==> config.mk <==
export PLATFORM = sky130hd
export DESIGN_NAME = mxv_loop_iter_gen_flat
export DESIGN_NICKNAME = d
export VERILOG_FILES = /design/src/rtl/mxv_loop_iter_gen_if.sv /design/src/rtl/mxv_loop_iter_gen.sv /design/src/flat_wrapper.sv
export SDC_FILE = /design/constraint.sdc
export NUM_CORES = 2
export LEC_CHECK = 0
export BUFFER_PORTS_ARGS = -buffer_cell sky130_fd_sc_hd__buf_4
export CORE_ASPECT_RATIO = 0.9
export CORE_UTILIZATION = 55
export DETAILED_ROUTE_END_ITERATION = 6
export PLACE_DENSITY = 0.73
export SLEW_MARGIN = 30
export SYNTH_ARGS = -nofsm -noshare
export SYNTH_HDL_FRONTEND = slang
export SYNTH_SLANG_ARGS = --single-unit
==> constraint.sdc <==
create_clock -name clk -period 4.7 [get_ports clk]
set_clock_uncertainty 0.05 [all_clocks]
set_input_delay 0.47 -clock clk [delete_from_list [all_inputs] [get_ports clk]]
set_output_delay 0.47 -clock clk [all_outputs]
set_load 0.01 [all_outputs]
==> src/rtl/mxv_loop_iter_gen_if.sv <==
// Decode/config and event bundle between instruction decode, the MXV loop-nest
// sequencer, and the downstream obuf-bias select and address generators.
interface mxv_loop_iter_gen_if #(
    parameter int LOOP_ID_W = 5,
    parameter int ITER_W    = 16
);
    logic                 done;
    logic                 cfg_loop_iter_v;
    logic [ITER_W-1:0]    cfg_loop_iter;
    logic                 start;
    logic                 stall;
    logic                 ready;
    logic [LOOP_ID_W:0]   num_loops;
    logic                 iter_v;
    logic                 loop_exit;
    logic [LOOP_ID_W-1:0] loop_index;
    logic                 compute_done;
    logic                 cfg_overflow;

    modport master (
        output done, cfg_loop_iter_v, cfg_loop_iter, start, stall,
        input  ready, num_loops, iter_v, loop_exit, loop_index, compute_done, cfg_overflow
    );

    modport slave (
        input  done, cfg_loop_iter_v, cfg_loop_iter, start, stall,
        output ready, num_loops, iter_v, loop_exit, loop_index, compute_done, cfg_overflow
    );
endinterface

==> src/rtl/mxv_loop_iter_gen.sv <==
// MXV compute-side loop-nest sequencer: holds per-loop trip counts, steps the nest
// once per un-stalled cycle and emits registered loop-exit / compute-done events.
module mxv_loop_iter_gen #(
    parameter int LOOP_ID_W = 5,
    parameter int ITER_W    = 16
) (
    input logic                clk,
    input logic                reset,
    mxv_loop_iter_gen_if.slave bus
);
    localparam int MAX_LOOPS = 2 ** LOOP_ID_W;

    typedef logic [LOOP_ID_W:0]   nl_t;
    typedef logic [LOOP_ID_W-1:0] li_t;
    typedef logic [ITER_W-1:0]    it_t;
    typedef enum logic {IDLE, BUSY} state_t;

    state_t               state;
    nl_t                  num_loops;
    it_t                  iter_tbl [MAX_LOOPS];
    it_t                  cnt      [MAX_LOOPS];
    it_t                  cnt_nxt  [MAX_LOOPS];
    logic [MAX_LOOPS-1:0] wrap;
    li_t                  wrap_idx;
    logic                 last_step;
    logic                 table_full;

    logic                 iter_v_q;
    logic                 loop_exit_q;
    li_t                  loop_index_q;
    logic                 compute_done_q;
    logic                 cfg_overflow_q;

    assign table_full = (num_loops == nl_t'(MAX_LOOPS));

    // Ripple carry: loop i wraps only when every inner loop is also at its max.
    always_comb begin
        logic carry;
        carry     = 1'b1;
        wrap      = '0;
        wrap_idx  = '0;
        last_step = 1'b0;
        for (int unsigned i = 0; i < MAX_LOOPS; i++) begin
            cnt_nxt[i] = cnt[i];
            if (nl_t'(i) < num_loops) begin
                wrap[i] = carry && (cnt[i] == iter_tbl[i]);
                if (wrap[i]) begin
                    cnt_nxt[i] = '0;
                    wrap_idx   = li_t'(i);
                    last_step  = (nl_t'(i + 1) == num_loops);
                end else if (carry) begin
                    cnt_nxt[i] = cnt[i] + 1'b1;
                end
            end
            carry = wrap[i];
        end
    end

    always_ff @(posedge clk) begin
        if (reset) begin
            state          <= IDLE;
            num_loops      <= '0;
            iter_v_q       <= 1'b0;
            loop_exit_q    <= 1'b0;
            loop_index_q   <= '0;
            compute_done_q <= 1'b0;
            cfg_overflow_q <= 1'b0;
            for (int unsigned i = 0; i < MAX_LOOPS; i++) begin
                cnt[i] <= '0;
            end
        end else begin
            iter_v_q       <= 1'b0;
            loop_exit_q    <= 1'b0;
            loop_index_q   <= '0;
            compute_done_q <= 1'b0;
            cfg_overflow_q <= 1'b0;

            if (bus.done) begin
                // Abort dominates start, cfg writes and stepping alike.
                state     <= IDLE;
                num_loops <= '0;
                for (int unsigned i = 0; i < MAX_LOOPS; i++) begin
                    cnt[i] <= '0;
                end
            end else begin
                case (state)
                    IDLE: begin
                        if (bus.cfg_loop_iter_v) begin
                            if (!table_full) begin
                                iter_tbl[num_loops[LOOP_ID_W-1:0]] <= bus.cfg_loop_iter;
                                num_loops <= num_loops + 1'b1;
                            end else begin
                                cfg_overflow_q <= 1'b1;
                            end
                        end
                        if (bus.start) begin
                            if (num_loops != '0) begin
                                state <= BUSY;
                            end else begin
                                compute_done_q <= 1'b1;
                            end
                        end
                    end

                    BUSY: begin
                        if (bus.cfg_loop_iter_v) begin
                            cfg_overflow_q <= 1'b1;
                        end
                        if (!bus.stall) begin
                            iter_v_q     <= 1'b1;
                            loop_exit_q  <= wrap[0];
                            loop_index_q <= wrap[0] ? wrap_idx : '0;
                            for (int unsigned i = 0; i < MAX_LOOPS; i++) begin
                                cnt[i] <= cnt_nxt[i];
                            end
                            if (last_step) begin
                                compute_done_q <= 1'b1;
                                state          <= IDLE;
                            end
                        end
                    end

                    default: state <= IDLE;
                endcase
            end
        end
    end

    assign bus.ready        = (state == IDLE);
    assign bus.num_loops    = num_loops;
    assign bus.iter_v       = iter_v_q;
    assign bus.loop_exit    = loop_exit_q;
    assign bus.loop_index   = loop_index_q;
    assign bus.compute_done = compute_done_q;
    assign bus.cfg_overflow = cfg_overflow_q;
endmodule

==> src/flat_wrapper.sv <==
// flat-port wrapper written by rule: the top's interface ports become plain ports
module mxv_loop_iter_gen_flat 
#(
    parameter int LOOP_ID_W = 5,
    parameter int ITER_W    = 16
)
  (clk, reset, bus_done, bus_cfg_loop_iter_v, bus_cfg_loop_iter, bus_start, bus_stall, bus_ready, bus_num_loops, bus_iter_v, bus_loop_exit, bus_loop_index, bus_compute_done, bus_cfg_overflow);
  mxv_loop_iter_gen_if #(.LOOP_ID_W(LOOP_ID_W), .ITER_W(ITER_W)) bus_i ();
  input logic clk;
  input logic reset;
  input wire logic [$bits(bus_i.done)-1:0] bus_done;
  input wire logic [$bits(bus_i.cfg_loop_iter_v)-1:0] bus_cfg_loop_iter_v;
  input wire logic [$bits(bus_i.cfg_loop_iter)-1:0] bus_cfg_loop_iter;
  input wire logic [$bits(bus_i.start)-1:0] bus_start;
  input wire logic [$bits(bus_i.stall)-1:0] bus_stall;
  output wire logic [$bits(bus_i.ready)-1:0] bus_ready;
  output wire logic [$bits(bus_i.num_loops)-1:0] bus_num_loops;
  output wire logic [$bits(bus_i.iter_v)-1:0] bus_iter_v;
  output wire logic [$bits(bus_i.loop_exit)-1:0] bus_loop_exit;
  output wire logic [$bits(bus_i.loop_index)-1:0] bus_loop_index;
  output wire logic [$bits(bus_i.compute_done)-1:0] bus_compute_done;
  output wire logic [$bits(bus_i.cfg_overflow)-1:0] bus_cfg_overflow;
  assign bus_i.done = bus_done;
  assign bus_i.cfg_loop_iter_v = bus_cfg_loop_iter_v;
  assign bus_i.cfg_loop_iter = bus_cfg_loop_iter;
  assign bus_i.start = bus_start;
  assign bus_i.stall = bus_stall;
  assign bus_ready = bus_i.ready;
  assign bus_num_loops = bus_i.num_loops;
  assign bus_iter_v = bus_i.iter_v;
  assign bus_loop_exit = bus_i.loop_exit;
  assign bus_loop_index = bus_i.loop_index;
  assign bus_compute_done = bus_i.compute_done;
  assign bus_cfg_overflow = bus_i.cfg_overflow;
  mxv_loop_iter_gen #(.LOOP_ID_W(LOOP_ID_W), .ITER_W(ITER_W)) u_core (.clk(clk), .reset(reset), .bus(bus_i));
endmodule
Word-level counts from Yosys, hierarchy flattened:

Memory sizes are Yosys's and may differ from the RTL's.
Index checks and enable logic that the tools add are counted.

* $add $sub $neg: 33
* $lt $le $gt $ge: 32
* eq/ne operators: 65
* multiplexer cells: 346
* bitwise gates (word level): 67
* reductions and logical operators: 36

Operators with widths (number)
* $mux 16: 159
* $add 16x1->16 const B: 32
* $eq 16x16->1: 32
* $mux 5: 61
* $mux 1: 123
* $eq 5x6->1 const A: 16
* $lt 5x6->1 const A: 16
* $or 1x1->1: 64
* $eq 4x6->1 const A: 8
* $lt 4x6->1 const A: 8
* $logic_and 1x1->1: 31
* $eq 3x6->1 const A: 4
* $lt 3x6->1 const A: 4
* $eq 2x6->1 const A: 2
* $lt 1x6->1 const A: 2
* $lt 2x6->1 const A: 2
* $add 6x1->6 const B: 1
* $eq 1x6->1 const A: 1
* $eq 6x6->1 const A: 1
* $eq 6x6->1 const B: 1
* $pmux 1 s2: 3
* $reduce_bool 6->1: 1
* $reduce_or 5->1: 1
* $reduce_or 4->1: 1
* 3 further kinds: 5

* flip-flop bits (word level): 16
* bits in writable memories: 1024
* input port bits: 22
* output and inout bits: 16
* word-level logic and storage cells: 588
* memories: 2

Memory list
* u_core.cnt: words 32, width 16, read ports 32, clocked after Yosys merged registers in 0, write ports 32, RTL line mxv_loop_iter_gen.sv:21 `it_t cnt [MAX_LOOPS];`
* u_core.iter_tbl: words 32, width 16, read ports 32, clocked after Yosys merged registers in 0, write ports 1, RTL line mxv_loop_iter_gen.sv:20 `it_t iter_tbl [MAX_LOOPS];`

Depth between registers and ports, before layout:

An unclocked memory read counts as a cell.

* depth after elaboration: 69
* mapped depth: 16
* depth with buffers taken out: 11

Least setup slack after synthesis:

OpenSTA, ideal clock, no wires.

* kind: register -> register
* from: reg u_core.bus.num_loops[1] (netlist name)
* to: mem u_core.cnt[0][496] (netlist bit) (enable)
* setup time: 0.414 ns
* arrival: 4.803 ns
* data required time: 4.236 ns
* setup slack: -0.566 ns
* cell stages (with the launch flop): 16
* path buffers: 4
* clock period less this slack: 5.266 ns
* path through: dfxtp_1 clkbuf_1 clkinv_1 ha_1 clkbuf_1 inv_1 nor2_1 nor2_1 nand3_2 or4_1 buf_2 nor4_4 buf_4 nand2_2 o21ai_2 a21boi_0

RTL lines (RTL line)
* end: declaration: mxv_loop_iter_gen.sv:21

==> impl_results.md <==
- DR iter-0 viols: 3218
- CTS tree: yes
- CTS buffer count: 102
- DR pass1 iterations: 6
- Kind of critical path: flip-flop to flip-flop
- Setup bufs post-CTS: 0
- Ys async rst share: 0%
- Post-cts sizing count: 0
- Chip Width: 318 microns
- Post-Syn Area: 49500 sq um
- Root Driver: clkbuf_16
- Yosys top cell area share: 61.2%
- Initial antenna violation count: 9
- Share of layout cells above drive strength 1: 8.92%
- Post-layout nets: 4266
- Vias in the first global route: 30500
- Seq/Total Area, Yosys: 62.5%
- Vias: 31800
- DRC errors left: 0
- Syn_area_per_cell: 12.3 sq um
- Largest net degree at the start of global routing: 45
- Vias per cell: 5.83
- Boundary Pins: 38
- Port Buf Inserts: 37
- Synth top area cells: edfxtp_1, xor2_1, xnor2_1, nor2_1, nand3_1
- Power per Cell Area: 357 nW/um^2
- Worst-path clk slew: 0.06 ns
- Grt ovf: 0
- Crit path arrival time: 4.65 ns
- Period Utilization, post-route: 92.3%
- Synth Register Bits: 1040
- Crit-path max FO: 16
- RSZ-0062 raised after global routing: no
- H-tree Lvls: 3
- Final Util: 62.7%
- Final setup fails: 0
- Fmax: 231 MHz
- Top_reg_cell synth: edfxtp_1
- Post-DP HPWL: 75600 microns
- Routed wire per std cell: 22.0 microns
- Post-synth cell types: 74
- Cell count after synthesis: 4019
- Design Area, Final: 55400 sq um
- DRT antenna net count: 0
- Overall routing resource usage: 26.3%
- CP Launch Type: flip-flop
- Max Slew Vio Count: 0
- Leak: 18.6 nW
- Least-Margin Pin Slew: 1.32 ns
- Slew headroom: 9.62%
- Global-route wire length before repair: 182000 microns
- EDFF count, synth: 1008
- Hold crit path type: input pin to flip-flop
- Worst Path Required: 5.02 ns
- Cts hold-fix bufs: 0
- Die Area: 91100 sq um
- Critical Path End Type: flip-flop
- Area leader, netlist: edfxtp_1
- Final hold viol count: 0
- Core area: 88400 sq um
- Status: finished, final reports clean
- Synth-to-Final Area Change: 12.0%
- Max cap viols: 0
- Die Y-Extent: 287 microns
- Row count: 103
- Tmin final: 4.34 ns
- Syn nets: 4077
- Gpl congestion: 1.00
- Clk sinks: 1040
- Area after DPL: 51900 sq um
- Fillcell total: 6765
- Detailed Route WL: 120000 microns
- Warnings from Yosys: 0
- Skew-Pair Late Insertion Delay: 0.69 ns
- Initial Utilization: 56.0%
- Longest Clk Path Bufs: 3
- Hold Slack: 0.0478 ns
- Peak supply drop: 0.357 mV
metal layers:
layer / part of all wire [%] / GRT usage (%) / wire length, microns
met5: 0 / 0 / 0
met4: 2.2 / 6.64 / 2680
met3: 8.5 / 4.40 / 10200
met2: 46 / 41.4 / 55100
met1: 43 / 38.2 / 52100
power breakdown:
group / internal [mW] / leakage (nW) / switching (mW)
Clock: 4.93 / 1.69 / 3.54
Sequential: 10.4 / 10.4 / 0.270
Combinational: 0.249 / 6.49 / 0.452
Total: 15.5 / 18.6 / 4.26
area by class of cell:
type / count / area (sq um) / share of cell area, %
clock inverter: 65 / 783 / 1.41
sequential: 1040 / 30900 / 55.8
multi-input combinational: 2848 / 18100 / 32.7
inverter: 51 / 191 / 0.346
antenna: 2 / 5.00 / 0.00904
timing repair buffer: 165 / 1250 / 2.26
tap: 1155 / 1450 / 2.61
clock buffer: 127 / 2700 / 4.87
synth_stat cells, drive strengths merged, types with 3 or more instances:
library cell,count
a31oi,6
nand2,258
and2,9
ha,36
dfxtp,32
nand4,127
o31ai,13
buf,28
nor4,111
nand3b,4
nor2,694
a21o,7
or2,10
and4,21
nor3b,6
a211oi,5
nand4b,5
or4b,5
nor3,30
clkbuf,52
o32ai,5
a22oi,3
nor2b,7
edfxtp,1008
o211ai,7
nor4b,6
inv,49
xor2,580
or3b,5
o21ai,53
and3,117
or3,22
xnor2,380
mux2i,3
a41oi,4
nand2b,12
or4,9
nand3,238
a21oi,28
cell usage in the layout (no fill, tap or decap), types with 28 or more instances in the layout:
master     synthesis  layout
nand2_1          256     256
edfxtp_1        1008    1008
ha_1              36      36
xor2_1           580     580
and3_1           117     117
nand3_1          236     236
nor4_1           107     104
nand4_1          127     127
inv_1             49      49
xnor2_1          380     380
a21oi_1           28      28
buf_4              5     164
nor2_1           693     692
dfxtp_1           32      32
clkbuf_16          0     102
registers in the layout, indices dropped and copies added (netlist names):
register                 count
u_core.bus.compute_done      1
u_core.iter_tbl            512
u_core.bus.loop_index        5
u_core.bus.cfg_overflow      1
u_core.state                 1
u_core.bus.loop_exit         1
u_core.bus.num_loops         6
u_core.bus.iter_v            1
u_core.cnt                 512
worst max-delay path: stages, from the launching register on:
cell and delay, ns:
edfxtp_1 0.47, xor2_1 0.21, nor4_1 0.55, and4_1 0.40
nand3b_1 0.14, or4_1 0.74, nor4_4 0.30, buf_4 0.26
nand4_1 0.29, o31ai_2 0.31, buf_4 0.30
logic make-up after synthesis:
kind of cell,after synthesis,share of synthesized area (%)
flops,1040,62.5
compound gates,152,2.05
buf+inv,131,1.09
mux,4,0.0835
xor+xnor,960,17.0
fa+ha+maj,36,0.911
simple gates,1696,16.4
worst paths after layout:
check             slack (ns)                                 end  cells after the start                             from
hold reg to reg         0.47      u_core.cnt[0][10]$_SDFFE_PP0P_                      2   u_core.cnt[0][10]$_SDFFE_PP0P_
setup / recovery        0.36    u_core.cnt[0][472]$_SDFFCE_PP0P_                     10  u_core.cnt[0][65]$_SDFFCE_PP0P_
setup reg to reg        0.36    u_core.cnt[0][472]$_SDFFCE_PP0P_                     10  u_core.cnt[0][65]$_SDFFCE_PP0P_
hold / removal          0.05  u_core.bus.cfg_overflow$_SDFF_PP0_                      3              bus_cfg_loop_iter_v
through the flow:
step	setup WS, ns	instances	setup TNS (ns)	total power, mW
after floorplan	-0.298	4019	-14.10	11.1
after global placement	0.407	5259	0	11.5
after detailed placement	0.408	5259	0	11.5
after CTS	0.386	5451	0	19.9
after global routing	0.132	5451	0	20.3
final	0.363	5453	0	19.8
Note: power is estimated with default switching activity, not from simulation.
